## config.mk

```make
export PLATFORM = sky130hd
export DESIGN_NAME = hwpe_ctrl_offload_master
export DESIGN_NICKNAME = d
export VERILOG_FILES = /design/src/rtl/hwpe_ctrl_offload_master.sv
export SDC_FILE = /design/constraint.sdc
export NUM_CORES = 1
export LEC_CHECK = 0
export BUFFER_PORTS_ARGS = -buffer_cell sky130_fd_sc_hd__buf_2
export CAP_MARGIN = 20
export CORE_MARGIN = 3
export CORE_UTILIZATION = 47
export DETAILED_ROUTE_END_ITERATION = 6
export PLACE_DENSITY = 0.82
export SLEW_MARGIN = 40
export SYNTH_ARGS = -nofsm -noshare
export SYNTH_HDL_FRONTEND = slang
export SYNTH_SLANG_ARGS = --single-unit
```

## constraint.sdc

```tcl
create_clock -name clk_i -period 2.4 [get_ports clk_i]
set_clock_uncertainty 0.2 [all_clocks]
set_input_delay 0.48 -clock clk_i [delete_from_list [all_inputs] [get_ports clk_i]]
set_output_delay 0.48 -clock clk_i [all_outputs]
set_load 0.05 [all_outputs]
```

## src/rtl/hwpe_ctrl_offload_master.sv

```systemverilog
// ---------------------------------------------------------------------------
// hwpe_ctrl_offload_master
//
// Offloads one job to an HWPE control slave over a req/gnt peripheral port:
// acquires a context (retrying with a fixed back-off while the slave is full),
// writes the latched job registers, triggers the job and waits for the
// completion event.
//
// Ports
//   clk_i, rst_ni          clock, asynchronous active-low reset
//   clear_i                synchronous soft clear (same effect as reset)
//   job_valid_i/ready_o    job handshake; job_regs_i is the descriptor
//   evt_i                  completion event from the slave (1-cycle pulse)
//   busy_o                 high whenever not idle
//   done_o, abort_o        1-cycle completion / acquire-abort pulses
//   ctx_id_o               context id returned by the ACQUIRE read
//   periph_*_o / periph_*_i  peripheral master port (wen: 1=read, 0=write)
// ---------------------------------------------------------------------------
module hwpe_ctrl_offload_master #(
    parameter int unsigned N_JOB_REGS     = 8,
    parameter int unsigned ID_WIDTH       = 16,
    parameter int unsigned MASTER_ID      = 0,
    parameter logic [31:0] BASE_ADDR      = 32'h0,
    parameter logic [31:0] JOB_REG_OFFS   = 32'h40,
    parameter int unsigned BACKOFF_CYCLES = 8,
    parameter int unsigned MAX_RETRIES    = 255
) (
    input  logic                            clk_i,
    input  logic                            rst_ni,
    input  logic                            clear_i,
    input  logic                            job_valid_i,
    output logic                            job_ready_o,
    input  logic [N_JOB_REGS-1:0][31:0]     job_regs_i,
    input  logic                            evt_i,
    output logic                            busy_o,
    output logic                            done_o,
    output logic                            abort_o,
    output logic [7:0]                      ctx_id_o,
    output logic                            periph_req_o,
    output logic [31:0]                     periph_add_o,
    output logic                            periph_wen_o,
    output logic [3:0]                      periph_be_o,
    output logic [31:0]                     periph_data_o,
    output logic [ID_WIDTH-1:0]             periph_id_o,
    input  logic                            periph_gnt_i,
    input  logic [31:0]                     periph_r_data_i,
    input  logic                            periph_r_valid_i,
    input  logic [ID_WIDTH-1:0]             periph_r_id_i
);

    localparam int unsigned K_W  = (N_JOB_REGS > 1) ? $clog2(N_JOB_REGS) : 1;
    localparam int unsigned BO_W = $clog2(BACKOFF_CYCLES + 1);

    localparam logic [31:0]         ACQUIRE_ADDR = BASE_ADDR + 32'h4;
    localparam logic [31:0]         TRIGGER_ADDR = BASE_ADDR;
    localparam logic [31:0]         JOB_ADDR     = BASE_ADDR + JOB_REG_OFFS;
    localparam logic [ID_WIDTH-1:0] MY_ID        = ID_WIDTH'(MASTER_ID);
    localparam logic [K_W-1:0]      K_LAST       = K_W'(N_JOB_REGS - 1);
    localparam logic [BO_W-1:0]     BO_LAST      = BO_W'(BACKOFF_CYCLES - 1);

    typedef enum logic [2:0] {
        IDLE, ACQ_REQ, ACQ_WAIT, BACKOFF, WRITE, TRIGGER, WAIT_EVT
    } state_e;

    state_e                      state_q, state_d;
    logic [7:0]                  retry_q, retry_d;
    logic [BO_W-1:0]             bo_cnt_q, bo_cnt_d;
    logic [K_W-1:0]              k_q, k_d;
    logic [7:0]                  ctx_q, ctx_d;
    logic [N_JOB_REGS-1:0][31:0] job_q, job_d;
    logic                        done_q, done_d;
    logic                        abort_q, abort_d;

    logic [7:0]                  retry_inc;
    logic                        resp_hit;

    // Saturating increment of the retry count.
    assign retry_inc = (retry_q == 8'hFF) ? 8'hFF : retry_q + 8'd1;
    assign resp_hit  = periph_r_valid_i && (periph_r_id_i == MY_ID);

    // NOTE: every signal written here gets a default first, so no path leaves
    // it unassigned and no latch is inferred.
    always_comb begin
        state_d       = state_q;
        retry_d       = retry_q;
        bo_cnt_d      = bo_cnt_q;
        k_d           = k_q;
        ctx_d         = ctx_q;
        job_d         = job_q;
        done_d        = 1'b0;
        abort_d       = 1'b0;
        periph_req_o  = 1'b0;
        periph_add_o  = 32'h0;
        periph_wen_o  = 1'b0;
        periph_be_o   = 4'h0;
        periph_data_o = 32'h0;

        // Request fields are functions of registered state only, so they
        // cannot change while a request waits for gnt.
        unique case (state_q)
            IDLE: begin
                if (job_valid_i) begin
                    job_d   = job_regs_i;
                    retry_d = 8'd0;
                    state_d = ACQ_REQ;
                end
            end
            ACQ_REQ: begin
                periph_req_o = 1'b1;
                periph_add_o = ACQUIRE_ADDR;
                periph_wen_o = 1'b1;
                periph_be_o  = 4'hF;
                if (periph_gnt_i) state_d = ACQ_WAIT;
            end
            ACQ_WAIT: begin
                if (resp_hit) begin
                    if (!periph_r_data_i[31]) begin
                        ctx_d   = periph_r_data_i[7:0];
                        k_d     = '0;
                        state_d = WRITE;
                    end else begin
                        retry_d = retry_inc;
                        if (32'(retry_inc) >= MAX_RETRIES) begin
                            abort_d = 1'b1;
                            state_d = IDLE;
                        end else begin
                            bo_cnt_d = '0;
                            state_d  = BACKOFF;
                        end
                    end
                end
            end
            BACKOFF: begin
                if (bo_cnt_q == BO_LAST) state_d  = ACQ_REQ;
                else                     bo_cnt_d = bo_cnt_q + 1'b1;
            end
            WRITE: begin
                periph_req_o  = 1'b1;
                periph_add_o  = JOB_ADDR + (32'(k_q) << 2);
                periph_be_o   = 4'hF;
                periph_data_o = job_q[k_q];
                if (periph_gnt_i) begin
                    if (k_q == K_LAST) state_d = TRIGGER;
                    else               k_d     = k_q + 1'b1;
                end
            end
            TRIGGER: begin
                periph_req_o = 1'b1;
                periph_add_o = TRIGGER_ADDR;
                periph_be_o  = 4'hF;
                if (periph_gnt_i) state_d = WAIT_EVT;
            end
            WAIT_EVT: begin
                if (evt_i) begin
                    done_d  = 1'b1;
                    state_d = IDLE;
                end
            end
            default: state_d = IDLE;
        endcase

        // Soft clear wins over everything, including a pending request.
        if (clear_i) begin
            state_d  = IDLE;
            retry_d  = 8'd0;
            bo_cnt_d = '0;
            k_d      = '0;
            ctx_d    = 8'd0;
            job_d    = '0;
            done_d   = 1'b0;
            abort_d  = 1'b0;
        end
    end

    // NOTE: sequential state uses non-blocking assignments so every register
    // samples its next value from the same pre-edge snapshot.
    always_ff @(posedge clk_i or negedge rst_ni) begin
        if (!rst_ni) begin
            state_q  <= IDLE;
            retry_q  <= 8'd0;
            bo_cnt_q <= '0;
            k_q      <= '0;
            ctx_q    <= 8'd0;
            // NOTE: the latched job is a small register file, not a RAM, and
            // it is cleared on reset so no stale descriptor survives.
            job_q    <= '0;
            done_q   <= 1'b0;
            abort_q  <= 1'b0;
        end else begin
            state_q  <= state_d;
            retry_q  <= retry_d;
            bo_cnt_q <= bo_cnt_d;
            k_q      <= k_d;
            ctx_q    <= ctx_d;
            job_q    <= job_d;
            done_q   <= done_d;
            abort_q  <= abort_d;
        end
    end

    assign job_ready_o = (state_q == IDLE);
    assign busy_o      = (state_q != IDLE);
    assign done_o      = done_q;
    assign abort_o     = abort_q;
    assign ctx_id_o    = ctx_q;
    assign periph_id_o = periph_req_o ? MY_ID : '0;

endmodule

```

==> results by group, run 1 <==
Outcome
  – Status: finished, violations left
  – Failing checks: setup timing

Power
  – Power per cell area: 750 nW/µm²
  – Static Leak: 9.48 nW
  – Comb pwr share: 29.7%
  – Int Pwr: 10.4 mW
  – Total power: 15.8 mW
  – Sequential power share: 37.5%
  – Maximum VDD drop: 0.550 mV
  – Switching Fraction: 34.2%
  – P_sw: 5.41 mW
  – Clk pwr share: 32.7%

Logic synthesis
  – Ys flop type: dfrtp_1
  – Top post-synthesis cells by area: dfrtp_1, nand2_1, a21oi_1
  – Area leader, netlist: dfrtp_1
  – Post-synth ARST share: 100%
  – Synth Warn #: 0
  – Post-Syn Area: 14000 µm²
  – Post-synth EDFFs: 0
  – Synth top area share: 50.8%
  – Post-Syn Instances: 1522
  – Syn_area_per_cell: 9.20 µm²
  – Register area share after synthesis: 50.8%
  – Synth Register Bits: 284
  – Synth cell types: 52

Worst setup path
  – Reg2reg end: state_q[0]
  – Peak fanout along the critical path: 7
  – CP arrival: 2.30 ns
  – CP required: 1.72 ns
  – Reg2reg path depth: 8
  – Setup CP Type: reg -> out
  – Critical path launch point type: flop
  – CP Capture Point: periph_data_o[27]
  – Worst r2r src: k_q[0]
  – Crit end category: output port
  – Critical path origin: k_q[0]
  – Worst R2R Setup Slack: -0.29 ns

Timing
  – Final WS setup: -0.581 ns
  – Setup TNS: -16.48 ns
  – Max Freq: 335 MHz
  – Period utilisation layout: 124%
  – Slew Limit Fails: 0
  – Rel. slew slack: 55.9%
  – Worst slew pin tran: 0.662 ns
  – Min Tclk post-route: 2.98 ns
  – Final hold violations: 0
  – Final setup fails: 38
  – Unrepaired setup endpoints after global routing: yes

Drt
  – DRT iter0 DRCs: 1684
  – Vias/cell: 5.88
  – Routed len/inst: 22.9 µm
  – Via count: 14900
  – # DRC: 0
  – Post-route ant nets: 0
  – Routed WL: 57.9 mm
  – TritonRoute pass-1 iters: 6

Die
  – Placeable Area: 29000 µm²
  – Die Width: 179 µm
  – I/O pin total: 409
  – # rows: 62
  – Die Height: 179 µm
  – Initial Utilization: 48.2%
  – Die footprint: 31900 µm²

Clock tree
  – Worst-path clk slew: 0.06 ns
  – H-tree depth: 1
  – Clk buf depth: 3
  – CTS tree: done
  – CTS root buffer: clkbuf_16
  – Clock sink total: 284
  – TritonCTS Buffers: 31
  – Skew-Pair Late Insertion Delay: 0.55 ns

Placed design
  – IO buf count: 341
  – DP HPWL: 31.4 mm
  – Post-Place Cells: 2187
  – Placer Congestion: 0.863

GRT
  – Vias in the first global route: 15200
  – GRT Resource Usage Total: 35.2%
  – Grt ovf: 0
  – Largest net degree at the start of global routing: 132
  – First-pass GRT wire length: 85.7 mm
  – Antenna violations before repair: 7

Layout
  – Core utilization of the finished layout: 72.7%
  – Area growth syn-to-layout: 50.7%
  – Fraction of layout cells with a size suffix above 1: 30.1%
  – FILL cells: 1808
  – Non-Filler Instances: 2530
  – Nets@finish: 2427

Hold path
  – HP Class: in -> reg

Run
  – MaxCap Viol Count: 0
placed cells by master, fill, tap and decap left out, drive strengths merged, types with 2 or more instances in the layout:
cell,count
and3,4
ha,4
nor3b,6
mux2,3
inv,10
mux4,64
nor4,2
nor2b,2
o21ai,7
nor2,16
clkbuf,47
and2,2
a211oi,3
nand2b,4
bufinv,5
nand2,590
a22o,8
dfrtp,284
a31oi,7
o22a,5
a21o,4
nand3,3
dlygate4sd3,261
diode,9
mux2i,5
clkinv,7
buf,417
nor3,6
and4,4
a21oi,295
conb,44
nor4b,3
registers in the layout, indices dropped and copies added, names as in the netlist:
| register | flops |
|---|---|
| job_q | 256 |
| bo_cnt_q | 4 |
| done_o | 1 |
| ctx_id_o | 8 |
| state_q | 3 |
| k_q | 3 |
| abort_o | 1 |
| retry_q | 8 |
routing by layer:
| layer | GRT usage, % | share of wire (%) | vias up |
|---|---|---|---|
| li1 | - | - | 6233 |
| met2 | 58.6 | 49 | 1152 |
| met3 | 9.20 | 9.5 | 344 |
| met4 | 20.6 | 7.6 | 2 |
| met1 | 40.9 | 34 | 7154 |
| met5 | 0 | 0.028 | - |
worst max-delay path: stages, from the launching register on:
cell,delay [ns]
dfrtp_4,0.50
buf_12,0.16
buf_12,0.15
buf_6,0.12
mux4_2,0.42
nand2_2,0.14
a21oi_4,0.07
buf_4,0.19
worst min path at each step:
stage	start	end	depth (start not counted)
CTS	job_regs_i[250]	job_q[250]	3
detailed placement	rst_ni	job_q[89]	1
floorplan	rst_ni	abort_o	0
global placement	rst_ni	job_q[91]	1
global route	job_regs_i[120]	job_q[120]	3
finish	job_regs_i[112]	job_q[112]	3
power by group through the flow:
stage	clock network (mW)	registers, mW	logic (mW)
3_5_place_dp	0	5.95	3.80
4_1_cts	5.21	5.88	4.27
5_1_grt	5.43	6.00	5.03
3_3_place_gp	0	5.90	3.69
2_1_floorplan	0	5.81	2.69
6_report	5.18	5.94	4.71
cell type report:
type                            count  area (µm²)  share of cell area, %
Timing Repair Buffer              680        5680                   26.9
Inverter                            9        43.8                  0.208
Multi-Input combinational cell   1106        6640                   31.5
Clock buffer                       45         908                   4.31
Sequential cell                   284        7110                   33.7
Clock inverter                     13         198                  0.938
Tap cell                          384         480                   2.28
Antenna cell                        9        22.5                  0.107
repair_timing:
item                                    4_1_cts  5_1_grt
resized for setup                           147       62
hold buffers                                261        0
endpoints found under the setup margin       38       50
gates cloned                                  4        1
setup buffers                                 8        4
pin swaps                                    33       16
endpoints found under the hold margin       438        0
kinds of logic (layout without fill, tap and decap cells):
kind of cell,after synthesis,after routing,share of synthesized area [%]
multiplexers,72,72,10.9
other,1,53,0.0268
XOR/XNOR,1,1,0.0626
AO/OA/AOI/OAI,338,338,13.1
AND/OR/NAND/NOR,647,647,18.5
adder cells (fa/ha/maj),4,4,0.358
buffers and inverters,175,747,6.32
flip-flops,284,284,50.8
Yosys cell counts, types with 4 or more instances:
library cell	instances
nor3_1	5
buf_1	5
a22o_1	8
ha_1	4
mux2i_1	5
clkbuf_1	75
mux4_2	64
a21oi_1	295
buf_4	48
and3_1	4
buf_2	38
o22a_1	5
nand2b_1	4
nand2_1	590
dfrtp_1	284
a21o_1	4
nor2_1	16
a31oi_1	6
inv_1	8
o21ai_0	7
stage by stage:
| step | hold WS (ns) | setup WS [ns] | area [µm²] |
|---|---|---|---|
| floorplan | -0.0156 | -0.405 | 14200 |
| global placement | 0.194 | -0.154 | 16400 |
| detailed placement | 0.198 | -0.133 | 16400 |
| CTS | 0.00608 | -0.609 | 20800 |
| global route | 0.0324 | -0.639 | 21100 |
| finish | 0.0425 | -0.581 | 21100 |
(Power assumes the default switching activity.)
==> inputs of run 2 (changes only) <==
--- a/config.mk
+++ b/config.mk
@@ -8,9 +8,9 @@
 export BUFFER_PORTS_ARGS = -buffer_cell sky130_fd_sc_hd__buf_2
 export CAP_MARGIN = 20
 export CORE_MARGIN = 3
-export CORE_UTILIZATION = 47
+export CORE_UTILIZATION = 30
 export DETAILED_ROUTE_END_ITERATION = 6
-export PLACE_DENSITY = 0.82
+export PLACE_DENSITY = 0.59
 export SLEW_MARGIN = 40
 export SYNTH_ARGS = -nofsm -noshare
 export SYNTH_HDL_FRONTEND = slang
==> run 2 against run 1 <==
The flow still finishes with violations (setup timing). Utilization is 26 points lower. Highest routed layer is now met4. Wire length is 9.3% lower. Register-to-register slack better by 0.38 ns. Hold slack worse by 0.023 ns. Combinational power is 8.1% lower. Power is 2.4% lower. Sequential power is 0.8% lower. Global-route usage is 14 points lower. Cell count is 7.4% higher. Clock power is 0.8% higher. First-iteration DRC count is 43% lower.
==> results by group, run 2 (synthesis gave the netlist of run 1 again) <==
Power
  – Clk pwr share: 33.8%
  – Switching Fraction: 33.4%
  – P_sw: 5.17 mW
  – Int Pwr: 10.3 mW
  – Sequential power share: 38.1%
  – Power per cell area: 730 nW/µm²
  – Comb pwr share: 28.1%
  – Maximum VDD drop: 0.828 mV
  – Static Leak: 9.35 nW

Outcome
  – Failing checks: setup timing
  – Status: finished, violations left

Placed design
  – Placer Congestion: 0.843
  – DP HPWL: 34.9 mm
  – IO buf count: 341
  – Post-Place Setup Slack: -0.186 ns

Layout
  – Max reg flops: 256
  – FILL cells: 4260
  – Area growth syn-to-layout: 51.2%
  – Most common cell after layout, fill and taps aside: nand2_1
  – Nets@finish: 2406
  – Register area: 7120 µm²
  – Fraction of layout cells with a size suffix above 1: 30.2%
  – Commonest non-fill, non-tap cells in the layout: nand2_1, buf_2, dfrtp_1, a21oi_1, dlygate4sd3_1
  – Area of the multi-input gates: 6670 µm²
  – Core utilization of the finished layout: 46.2%
  – Top reg by flops: job_q

Die
  – Placeable Area: 45800 µm²
  – Initial Utilization: 30.6%
  – I/O pin total: 409
  – Die Width: 222 µm
  – Die Height: 222 µm
  – # rows: 78
  – Die footprint: 49300 µm²

Timing
  – Max Freq: 338 MHz
  – Unrepaired setup endpoints after global routing: yes
  – Slew Limit Fails: 0
  – Worst slew pin tran: 0.871 ns
  – Rel. slew slack: 41.9%
  – Final WS setup: -0.555 ns
  – Final setup fails: 35
  – Period utilisation layout: 123%
  – Setup TNS: -15.96 ns
  – Final hold violations: 0
  – Min Tclk post-route: 2.96 ns

GRT
  – Largest net degree at the start of global routing: 159
  – Vias in the first global route: 14200
  – GRT Resource Usage Total: 21.0%
  – Antenna violations before repair: 2
  – First-pass GRT wire length: 81.1 mm
  – Grt ovf: 0

Hold path
  – HP Class: in -> reg

Run
  – MaxCap Viol Count: 0

Clock tree
  – CTS root buffer: clkbuf_16
  – Worst-path clk slew: 0.06 ns
  – TritonCTS Buffers: 34
  – Skew-Pair Late Insertion Delay: 0.54 ns
  – CTS tree: done
  – H-tree depth: 2
  – Clock sink total: 284
  – Clk buf depth: 3

Drt
  – Routed WL: 52.5 mm
  – Via count: 13400
  – Post-route ant nets: 0
  – # DRC: 0
  – DRT iter0 DRCs: 961
  – Vias/cell: 4.92
  – Routed len/inst: 19.3 µm
  – TritonRoute pass-1 iters: 5

Worst setup path
  – Reg2reg path depth: 10
  – Worst R2R Setup Slack: 0.09 ns
  – CP Capture Point: periph_data_o[10]
  – Critical path launch point type: flop
  – Peak fanout along the critical path: 6
  – Critical path origin: k_q[0]
  – Setup CP Type: reg -> out
  – Crit end category: output port
  – Worst r2r src: k_q[0]
  – CP arrival: 2.28 ns
  – CP required: 1.72 ns
  – Reg2reg end: state_q[1]
-- run 2: cell types whose count changed in the layout (fill, tap and decap cells not counted), sizes merged --
cell / previous run / this run
clkinvlp: 0 / 4
diode: 9 / 3
dlygate4sd3: 261 / 239
buf: 417 / 416
inv: 10 / 8
bufinv: 5 / 2
-- run 2: worst min path at each step --
stage / start / end / slack [ns] / depth (start not counted)
after global routing: job_regs_i[153] / job_q[153] / 0.01 / 3
final: job_regs_i[183] / job_q[183] / 0.02 / 3
after global placement: ctx_id_o[3] / ctx_id_o[3] / 0.28 / 1
after detailed placement: bo_cnt_q[3] / bo_cnt_q[3] / 0.29 / 1
after floorplan: rst_ni / abort_o / -0.02 / 0
after CTS: job_regs_i[175] / job_q[175] / 0.0003 / 3
-- run 2: final cells by class --
| class | instances | share of cell area (%) |
|---|---|---|
| flip-flops and latches | 284 | 33.6 |
| multi-input cells | 1106 | 31.5 |
| repair buffers | 656 | 25.8 |
| clock buffers | 46 | 4.71 |
| well taps | 600 | 3.55 |
| clock inverters | 12 | 0.585 |
| inverters | 9 | 0.219 |
| diodes | 3 | 0.0355 |
-- run 2: per-layer routing --
| layer | track usage, % | up-vias | wire (µm) |
|---|---|---|---|
| met5 | 0 | - | 0 |
| met4 | 9.70 | 0 | 2350 |
| met1 | 26.2 | 6527 | 21400 |
| li1 | - | 6180 | - |
| met3 | 4.00 | 128 | 3240 |
| met2 | 35.4 | 524 | 25500 |
-- run 2: repair_timing --
item,4_1_cts,5_1_grt
cloned,5,0
pin swaps,33,23
hold buffers,239,0
gates resized for setup,146,71
setup buffers,5,5
setup endpoints to repair,40,50
endpoints found under the hold margin,293,0
-- run 2: worst max-delay path: stages, from the launching register on --
cell and delay, ns:
dfrtp_4 0.53, buf_6 0.15, buf_12 0.14, buf_6 0.12, mux4_2 0.39, nand2_2 0.08
a21oi_4 0.17, buf_6 0.18
-- run 2: per-stage QoR --
step | area (µm²) | hold slack (ns) | power [mW] | std cells
2_1_floorplan | 14200 | -0.0156 | 8.50 | 1565
3_3_place_gp | 16700 | 0.282 | 9.70 | 2406
3_5_place_dp | 16700 | 0.287 | 9.79 | 2406
4_1_cts | 20900 | 0.000291 | 15.5 | 2709
5_1_grt | 21200 | 0.0102 | 16.3 | 2715
6_report | 21200 | 0.0194 | 15.4 | 2716
-- run 2: power by group through the flow --
| stage | clock network (mW) | logic (mW) | registers [mW] |
|---|---|---|---|
| final | 5.22 | 4.33 | 5.89 |
| after global routing | 5.54 | 4.76 | 5.97 |
| after CTS | 5.34 | 4.24 | 5.89 |
| after detailed placement | 0 | 3.82 | 5.97 |
| after global placement | 0 | 3.76 | 5.94 |
| after floorplan | 0 | 2.69 | 5.81 |
